==> src/rtl/crc_serial_engine.sv <==
// crc_serial_engine: parametrised bit-serial CRC engine.
//
// Absorbs a framed serial bit stream (valid/ready), steps a Galois LFSR per
// accepted bit, then emits the CRC_W-bit remainder LSB-first under an output
// handshake with backpressure. The remainder is also presented in parallel
// on crc_value, captured when the in_last beat is accepted.
//
// Optional feature: define CRC_CHECK_EN to add a receive-side check mode.
// A frame started with check_mode=1 is followed by CRC_W received CRC bits,
// which are compared against the remainder; crc_err_vld pulses once with the
// result on crc_err.
//
// Ports:
//   clk         clock, rising edge
//   rst         asynchronous active-low reset
//   abort       synchronous frame abort (highest priority after reset)
//   in_valid    input bit present
//   in_data     serial data bit
//   in_last     final data bit of the frame
//   in_ready    engine accepts an input bit
//   out_valid   out_bit holds a CRC bit
//   out_ready   downstream accepts out_bit
//   out_bit     serial CRC bit, LSB first
//   out_last    final CRC bit
//   crc_value   parallel remainder
//   busy        high in every state except IDLE
//   check_mode  (CRC_CHECK_EN) frame is checked rather than generated
//   crc_err     (CRC_CHECK_EN) result of the last check
//   crc_err_vld (CRC_CHECK_EN) one-cycle strobe qualifying crc_err
module crc_serial_engine #(
  parameter int unsigned      CRC_W = 8,
  parameter logic [CRC_W-1:0] POLY  = 'h44,
  parameter logic [CRC_W-1:0] SEED  = 'hD8
) (
  input  logic             clk,
  input  logic             rst,
  input  logic             abort,
  input  logic             in_valid,
  input  logic             in_data,
  input  logic             in_last,
  output logic             in_ready,
  output logic             out_valid,
  input  logic             out_ready,
  output logic             out_bit,
  output logic             out_last,
  output logic [CRC_W-1:0] crc_value,
  output logic             busy
`ifdef CRC_CHECK_EN
  ,
  input  logic             check_mode,
  output logic             crc_err,
  output logic             crc_err_vld
`endif
);

  localparam int unsigned CNT_W = $clog2(CRC_W + 1);

  localparam logic [1:0] IDLE      = 2'd0;
  localparam logic [1:0] SHIFT_IN  = 2'd1;
  localparam logic [1:0] SHIFT_OUT = 2'd2;
`ifdef CRC_CHECK_EN
  localparam logic [1:0] CHECK     = 2'd3;
`endif

  logic [1:0]       state_q, state_d;
  logic [CRC_W-1:0] lfsr_q, lfsr_d;
  logic [CRC_W-1:0] crc_q, crc_d;
  logic [CNT_W-1:0] count_q, count_d;
  logic             in_fire, out_fire, fb, cnt_end;
  logic [CRC_W-1:0] lfsr_step, lfsr_shr;
`ifdef CRC_CHECK_EN
  logic             mode_q, mode_d;
  logic             flag_q, flag_d;
  logic             err_q, err_d;
  logic             err_vld_q, err_vld_d;
  logic             frame_check, mis;
`endif

  // Outputs are pure state/register decode: no path from in_* to out_*.
  assign in_ready  = (state_q != SHIFT_OUT);
  assign out_valid = (state_q == SHIFT_OUT);
  assign busy      = (state_q != IDLE);
  assign out_bit   = lfsr_q[0];
  assign cnt_end   = (count_q == CNT_W'(CRC_W - 1));
  assign out_last  = out_valid & cnt_end;
  assign crc_value = crc_q;

  assign in_fire  = in_valid & in_ready;
  assign out_fire = out_valid & out_ready;
  assign fb       = lfsr_q[0] ^ in_data;

  // Galois step: feedback enters the MSB and is XORed into tapped stages.
  assign lfsr_step = {fb, lfsr_q[CRC_W-1:1]} ^ ({1'b0, POLY[CRC_W-2:0]} & {CRC_W{fb}});
  assign lfsr_shr  = {1'b0, lfsr_q[CRC_W-1:1]};

`ifdef CRC_CHECK_EN
  // check_mode is only sampled on the first beat; later beats use the latch.
  assign frame_check = (state_q == IDLE) ? check_mode : mode_q;
  assign mis         = in_data ^ lfsr_q[0];
  assign crc_err     = err_q;
  assign crc_err_vld = err_vld_q;
`endif

  always_comb begin
    state_d = state_q;
    lfsr_d  = lfsr_q;
    count_d = count_q;
    crc_d   = crc_q;
`ifdef CRC_CHECK_EN
    mode_d    = mode_q;
    flag_d    = flag_q;
    err_d     = err_q;
    err_vld_d = 1'b0;
`endif
    if (abort) begin
      // Any beat offered alongside abort is dropped; crc_value is kept.
      state_d = IDLE;
      lfsr_d  = SEED;
      count_d = '0;
`ifdef CRC_CHECK_EN
      flag_d  = 1'b0;
`endif
    end else begin
      unique case (state_q)
        IDLE, SHIFT_IN: begin
          if (in_fire) begin
            lfsr_d = lfsr_step;
`ifdef CRC_CHECK_EN
            if (state_q == IDLE) mode_d = check_mode;
`endif
            if (in_last) begin
              crc_d   = lfsr_step;
              count_d = '0;
              state_d = SHIFT_OUT;
`ifdef CRC_CHECK_EN
              if (frame_check) begin
                state_d = CHECK;
                flag_d  = 1'b0;
              end
`endif
            end else begin
              state_d = SHIFT_IN;
            end
          end
        end
        SHIFT_OUT: begin
          if (out_fire) begin
            if (cnt_end) begin
              state_d = IDLE;
              lfsr_d  = SEED;
              count_d = '0;
            end else begin
              lfsr_d  = lfsr_shr;
              count_d = count_q + CNT_W'(1);
            end
          end
        end
`ifdef CRC_CHECK_EN
        CHECK: begin
          if (in_fire) begin
            lfsr_d = lfsr_shr;
            flag_d = flag_q | mis;
            if (cnt_end) begin
              state_d   = IDLE;
              lfsr_d    = SEED;
              count_d   = '0;
              err_d     = flag_q | mis;
              err_vld_d = 1'b1;
              flag_d    = 1'b0;
            end else begin
              count_d = count_q + CNT_W'(1);
            end
          end
        end
`endif
        default: state_d = IDLE;
      endcase
    end
  end

  always_ff @(posedge clk or negedge rst) begin
    if (!rst) begin
      state_q   <= IDLE;
      lfsr_q    <= SEED;
      count_q   <= '0;
      crc_q     <= '0;
`ifdef CRC_CHECK_EN
      mode_q    <= 1'b0;
      flag_q    <= 1'b0;
      err_q     <= 1'b0;
      err_vld_q <= 1'b0;
`endif
    end else begin
      state_q   <= state_d;
      lfsr_q    <= lfsr_d;
      count_q   <= count_d;
      crc_q     <= crc_d;
`ifdef CRC_CHECK_EN
      mode_q    <= mode_d;
      flag_q    <= flag_d;
      err_q     <= err_d;
      err_vld_q <= err_vld_d;
`endif
    end
  end

endmodule

==> config.mk <==
export PLATFORM = sky130hd
export DESIGN_NAME = crc_serial_engine
export DESIGN_NICKNAME = d
export VERILOG_FILES = /design/src/rtl/crc_serial_engine.sv
export SDC_FILE = /design/constraint.sdc
export NUM_CORES = 1
export LEC_CHECK = 0
export CORE_ASPECT_RATIO = 1.75
export CORE_UTILIZATION = 35
export CTS_BUF_LIST = sky130_fd_sc_hd__clkbuf_8
export DETAILED_ROUTE_END_ITERATION = 8
export HOLD_SLACK_MARGIN = 0.03
export SYNTH_ARGS = -nofsm -noshare
export SYNTH_HDL_FRONTEND = slang
export SYNTH_SLANG_ARGS = --single-unit
==> constraint.sdc <==
create_clock -name clk -period 3.9 [get_ports clk]
set_input_delay 0.39 -clock clk [delete_from_list [all_inputs] [get_ports clk]]
set_output_delay 0.39 -clock clk [all_outputs]
set_load 0.03 [all_outputs]
Word-level counts from Yosys, hierarchy flattened:

Cells that the tools add are included.

* output and inout bits: 13
* bits of input ports: 7
* register bits: 22

* reduce and logical (&&, ||, !) cells: 8
* add/sub/neg operators: 1
* bitwise logic cells: 6
* mux-type cells: 17
* equality and inequality tests: 8

Operators with widths (number)
* $mux 8: 4
* $mux 4: 5
* $pmux 8 s2: 1
* $mux 2: 5
* $pmux 4 s2: 1
* $reduce_and 4->1: 2
* $xor 8x7->8: 1
* $ne 3x2->1 const B: 2
* $ne 3x3->1 const B: 2
* $reduce_and 3->1: 2
* $add 4x1->4 const B: 1
* $eq 4x3->1 const B: 1
* $pmux 2 s2: 1
* $and 1x1->1: 3
* $reduce_bool 3->1: 1
* $eq 2x1->1 const B: 1
* $eq 2x2->1 const B: 1
* $logic_not 2->1: 1
* $ne 2x2->1 const B: 1
* $reduce_bool 2->1: 1
* $reduce_or 2->1: 1
* $not 1->1: 1
* $xor 1x1->1: 1

Depth between registers and ports, before layout:

Gate-level depths: netlist of run 1.

* depth in word-level cells: 5
* mapped depth: 6

Worst setup path after synthesis of run 1:

OpenSTA, ideal clock, no wires.

* kind: register -> register
* from: reg state_q[1]
* to: reg lfsr_q[0]
* slack: 2103 ps
* arrival: 1676 ps
* required time: 3779 ps
* stages on the path, launching flop included: 7
* path buffers: 1
* period minus slack after synthesis: 1797 ps
* cells stage by stage: dfrtp_1 nor2b_1 buf_4 inv_1 nor2_2 nor3_4 a22o_1

* longest elaborated chain between the ends: 4

Ends and longest elaborated chain
* start, declared: RTL line 65 `logic [1:0] state_q, state_d;`
* start signal, assigned: RTL line 194 `state_q <= state_d;`
* $eq 2x2->1 (*): RTL line 81 `assign out_valid = (state_q == SHIFT_OUT);`
* net out_valid: RTL line 42 `output logic out_valid,`
* $and 1x1->1: RTL line 89 `assign out_fire = out_valid & out_ready;`
* $ne 3x2->1 (no source line)
* $reduce_and 3->1 (no source line)
* end signal, assigned: RTL line 195 `lfsr_q <= lfsr_d;`
* end, declared: RTL line 66 `logic [CRC_W-1:0] lfsr_q, lfsr_d;`

The timed path passes the listed nets; every way through them passes the cells marked *.
A chain may end at the register's enable or synchronous reset.

Worst setup path in the final report of run 1:

* from: reg state_q[1]
* to: out out_last

* longest elaborated chain between the ends: 2

Ends and longest elaborated chain
* $eq 2x2->1: RTL line 81
* $and 1x1->1: RTL line 85 `assign out_last = out_valid & cnt_end;`
* end, declared: RTL line 45 `output logic out_last,`

No other way between the ends.

==> results.ini, run 1 <==
[sta]
rsz0062_at_grt = false
hold_viol_final = 0
timing.fmax_mhz = 345
fin_tns_setup_ns = 0
period_needed_ns = 2.90
final_max_slew_viol_count = 0
slew_headroom_pct = 35.3
clock_skew_ns = 0.00564
tightest_slew_ns = 0.968
period_share_pct = 74.3
timing.final.ws_setup_ns = 1.00
setup_violations = 0

[global_routing]
grt_usage_pct = 15.2
antenna_found_initial = 0
grt_overflow = 0
grt_max_degree = 23
grt_pass1_wl_mm = 3.59
first_global_vias = 797

[synthesis]
synthTopCellsByArea = dfrtp_1 (42%), dfstp_2 (9.8%), mux2_2 (7.4%), a221oi_4 (4.9%), nor3b_4 (3.5%)
syn_nets = 97
yosys_register_bits = 22
synth.top_cell.area_share_pct = 42.0
syn_area_per_cell_sq_um = 12.0
ys_seq_area_share_pct = 51.8
netlist_area_sq_um = 1070
yosysUniqueCellTypes = 32
synth-edff-count = 0
synth_async_sr_flop_share_pct = 100
yosysTopAreaCell = dfrtp_1
netlist_instances = 89
synth_warnings = 0
synthFlopType = dfrtp_1

[floorplan]
fp-row-count = 26
dieArea_sq_um = 3300
core_area_sq_um = 2930
start_util_pct = 36.6
die_w_um = 43.8
die_h_um = 75.2
io_pins = 20

[routing]
drcViolationCount = 2
avgViaCountPerCell = 5.49
vias = 757
ant_nets = 0
drt_iter0_markers = 11
first_pass_iters = 6
routed_wl_mm = 2.03
wire_per_inst_um = 14.7

[layout]
layout_commonest_cell = clkdlybuf4s50_1
num-nets-final = 119
antenna_cells = 0
utilization_pct = 46.3
drive_gt1_share_pct = 22.7
final_cell_mix = clkdlybuf4s50_1 (19), dfrtp_1 (18), mux2_2 (7)
area_delta_synth_final_pct = 26.5

[cts]
cts_tree = built
cts_setup_buffers = 0
cts_resized = 0
h-tree-depth = 1
clkTransAtPathRegs_ns = 0.08
clock_latency_ns = 0.27
cts_root_buf = clkbuf_8
cts_made_buffers = 3
clock_path_buffers = 2
cts.hold.buffers_added = 0
cts_sinks = 22

[setup_path]
critPathRequiredTime_ns = 3.51
cp_max_fo = 8
cp.arrival_ns = 2.51
start_kind = flip-flop
crit_path_end_kind = primary output
critical_path_class = flip-flop to primary output

[pwr]
power_density_nw_per_um2 = 531
max-vdd-ir-drop_uv = 217
seqPwrFrac_pct = 41.2
swShare_pct = 29.9
pwr-share-clk_pct = 29.7
p_int_mw = 0.505
switchingPower_mw = 0.215
leakagePower_nw = 0.556
combPwrFrac_pct = 29.1

[outcome]
status = finished, violations left
violations = design-rule violations

[place]
io_buffers = 19
place_ws_ns = 1.32
post-dp-hpwl_mm = 1.54
gp_congestion = 0.796

[hold_path]
hold_path.class = flip-flop to flip-flop

[flow_run]
maxCapViolCount = 0

[cells by family after synthesis]
group,Yosys count,share of synthesized area [%]
compound gates,19,15.3
xor+xnor,4,3.27
fa+ha+maj,1,1.17
buf+inv,6,2.57
flops,22,51.8
mux,7,7.35
simple gates,30,18.6
[routing by layer]
layer | wire length, um | global-route usage, % | vias up | part of all wire, %
met5 | 0 | 0 | - | 0
met4 | 56 | 9.38 | 0 | 2.8
met3 | 67 | 2.40 | 5 | 3.3
met2 | 1100 | 26.7 | 17 | 54
met1 | 808 | 16.8 | 371 | 40
li1 | - | - | 364 | -
[cells in the mapped netlist, types with 2 or more instances]
cell,count
a22o_1,3
nor4_1,2
inv_1,4
a21oi_1,5
dfstp_2,4
or2_2,3
nand2_1,5
xnor2_1,3
nand3b_1,2
nor2_1,5
nand3_1,3
dfrtp_1,18
a221oi_4,2
mux2_2,7
nor3_1,2
nor3b_4,2
o21ai_0,4
[layout make-up]
class | instances | area (sq um)
Clock inverter | 1 | 30.0
Sequential cell | 22 | 556
Tap cell | 28 | 35.0
Clock buffer | 3 | 41.3
Multi-Input combinational cell | 61 | 489
Timing Repair Buffer | 19 | 190
Fill cell | 275 | 1570
Inverter | 4 | 15.0
[through the flow]
stage	instances	total power, mW	cell area, sq um	hold slack [ns]
2_1_floorplan	89	0.428	1070	0.0944
3_3_place_gp	134	0.510	1280	0.482
3_5_place_dp	134	0.514	1280	0.482
4_1_cts	138	0.728	1360	0.500
5_1_grt	138	0.754	1360	0.524
6_report	138	0.720	1360	0.495
[path summary, 6_finish.rpt]
path | startpoint | endpoint | slack (ns) | depth (start not counted)
setup / recovery | state_q[1] | out_last | 1.00 | 4
hold / removal | lfsr_q[4] | lfsr_q[3] | 0.49 | 2
setup reg to reg | state_q[1] | lfsr_q[0] | 1.96 | 5
hold reg to reg | lfsr_q[4] | lfsr_q[3] | 0.49 | 2
max in group asynchronous | rst | count_q[0] | 2.66 | 1
min in group asynchronous | rst | crc_value[2] | 0.66 | 1
[state kept, by name, indices dropped and copies added (netlist names)]
name and cells:
state_q 2, crc_value 8, lfsr_q 8, count_q 4
[power groups by stage]
stage / clock [mW] / combinational (mW) / sequential, mW
CTS: 0.218 / 0.212 / 0.298
global route: 0.228 / 0.224 / 0.303
floorplan: 0 / 0.0759 / 0.352
detailed placement: 0 / 0.212 / 0.302
finish: 0.214 / 0.209 / 0.297
global placement: 0 / 0.209 / 0.301
[worst max-delay path, cell delays in order, from the launching register on]
cell and delay (ns):
dfrtp_1 0.47, nor2b_1 0.65, inv_1 0.19, nor2_2 0.22, clkdlybuf4s50_1 0.71
Note: power is estimated with default switching activity, not from simulation.
==> run 2: changes to the inputs <==
clock period = 2.5 ns   (was 3.9 ns; I/O delays follow)
==> run 2 against run 1 <==
Effect of this change:
- the run still ends with design-rule violations left
- clock skew decreased by 0.0033 ns
- flip-flop and latch count unchanged
- sequential power increased by 56%
- die area unchanged
- total power increased by 56%
- routed wire length decreased by 3.5%
- critical path depth unchanged
==> results.ini, run 2 (same netlist as run 1, synthesis figures left out) <==
[setup_path]
critPathRequiredTime_ns = 2.25
crit_path_end_kind = primary output
start_kind = flip-flop
cp.arrival_ns = 1.94
cp_max_fo = 6
critical_path_class = flip-flop to primary output

[global_routing]
grt_usage_pct = 14.8
grt_max_degree = 23
grt_pass1_wl_mm = 3.61
first_global_vias = 800
antenna_found_initial = 0
grt_overflow = 0

[pwr]
seqPwrFrac_pct = 41.2
switchingPower_mw = 0.333
max-vdd-ir-drop_uv = 331
power_density_nw_per_um2 = 815
leakagePower_nw = 0.571
combPwrFrac_pct = 29.4
totalPowerFinal_mw = 1.12
swShare_pct = 29.6
p_int_mw = 0.791
pwr-share-clk_pct = 29.4

[place]
io_buffers = 19
post-dp-hpwl_mm = 1.51
gp_congestion = 0.740

[sta]
tightest_slew_ns = 0.528
setup_violations = 0
rsz0062_at_grt = false
hold_viol_final = 0
slew_headroom_pct = 64.5
timing.fmax_mhz = 456
period_share_pct = 87.7
clock_skew_ns = 0.00238
final_max_slew_viol_count = 0
period_needed_ns = 2.19
fin_tns_setup_ns = 0

[floorplan]
dieArea_sq_um = 3300
die_h_um = 75.2
die_w_um = 43.8
core_area_sq_um = 2930
io_pins = 20
fp-row-count = 26
start_util_pct = 36.6

[layout]
num-nets-final = 122
layout_commonest_cell = clkdlybuf4s50_1
area_delta_synth_final_pct = 28.6
final_cell_mix = clkdlybuf4s50_1 (19), dfrtp_1 (18), mux2_2 (7)
antenna_cells = 0
drive_gt1_share_pct = 24.8

[cts]
cts_made_buffers = 3
cts_tree = built
clkTransAtPathRegs_ns = 0.08
clock_path_buffers = 2
cts_resized = 0
cts.hold.buffers_added = 0
cts_root_buf = clkbuf_8
h-tree-depth = 1
cts_sinks = 22
clock_latency_ns = 0.26
cts_setup_buffers = 0

[routing]
drt_iter0_markers = 7
avgViaCountPerCell = 5.26
routed_wl_mm = 1.96
ant_nets = 0
drcViolationCount = 2
vias = 741
wire_per_inst_um = 13.9
first_pass_iters = 5

[outcome]
status = finished, violations left
violations = design-rule violations

[flow_run]
maxCapViolCount = 0

[hold_path]
hold_path.class = input pin to asynchronous set/reset pin

-- run 2: cell types whose count changed in the layout (fill, tap and decap cells not counted) --
cell | previous run | this run
buf_4 | 0 | 3
-- run 2: final timing paths --
check                      cells after the start  startpoint  slack [ns]      endpoint
max in group asynchronous                      2         rst        1.90     lfsr_q[3]
min                                            2         rst        0.33  crc_value[6]
min in group clk                               2   lfsr_q[4]        0.49     lfsr_q[3]
max                                            4  state_q[1]        0.31      out_last
max reg2reg                                    5  state_q[1]        0.82     lfsr_q[1]
min reg2reg                                    2   lfsr_q[4]        0.49     lfsr_q[3]
-- run 2: worst max-delay path, cell delays in order (launching register included) --
cell	delay, ns
dfrtp_1	0.47
nor2b_1	0.22
inv_1	0.10
nor2_2	0.19
clkdlybuf4s50_1	0.70
-- run 2: per-stage QoR --
stage	setup slack, ns	area (sq um)	hold WS [ns]	utilization (%)	instances
6_report	0.308	1380	0.328	47.1	141
3_5_place_dp	0.449	1310	0.483	44.7	137
2_1_floorplan	0.703	1070	-0.0456	-	89
4_1_cts	0.297	1380	0.339	47.1	141
5_1_grt	0.113	1380	0.347	47.1	141
3_3_place_gp	0.523	1310	0.483	44.7	137
-- run 2: metal layers --
layer | track usage [%] | part of all wire [%] | vias to the layer above
met3 | 2.40 | 3.0 | 2
met5 | 0 | 0 | -
met1 | 16.2 | 42 | 358
li1 | - | - | 369
met4 | 6.25 | 1.1 | 0
met2 | 27.4 | 54 | 12
-- run 2: power by group through the flow --
| stage | clock network [mW] | registers [mW] | logic [mW] |
|---|---|---|---|
| floorplan | 0 | 0.549 | 0.118 |
| global placement | 0 | 0.470 | 0.330 |
| detailed placement | 0 | 0.472 | 0.334 |
| CTS | 0.336 | 0.465 | 0.335 |
| global route | 0.352 | 0.472 | 0.355 |
| finish | 0.331 | 0.463 | 0.331 |
-- run 2: cell type report --
| cell class | count | area, sq um |
|---|---|---|
| Multi-Input combinational cell | 61 | 489 |
| Timing Repair Buffer | 22 | 213 |
| Tap cell | 28 | 35.0 |
| Inverter | 4 | 15.0 |
| Clock inverter | 1 | 30.0 |
| Fill cell | 282 | 1550 |
| Sequential cell | 22 | 556 |
| Clock buffer | 3 | 41.3 |
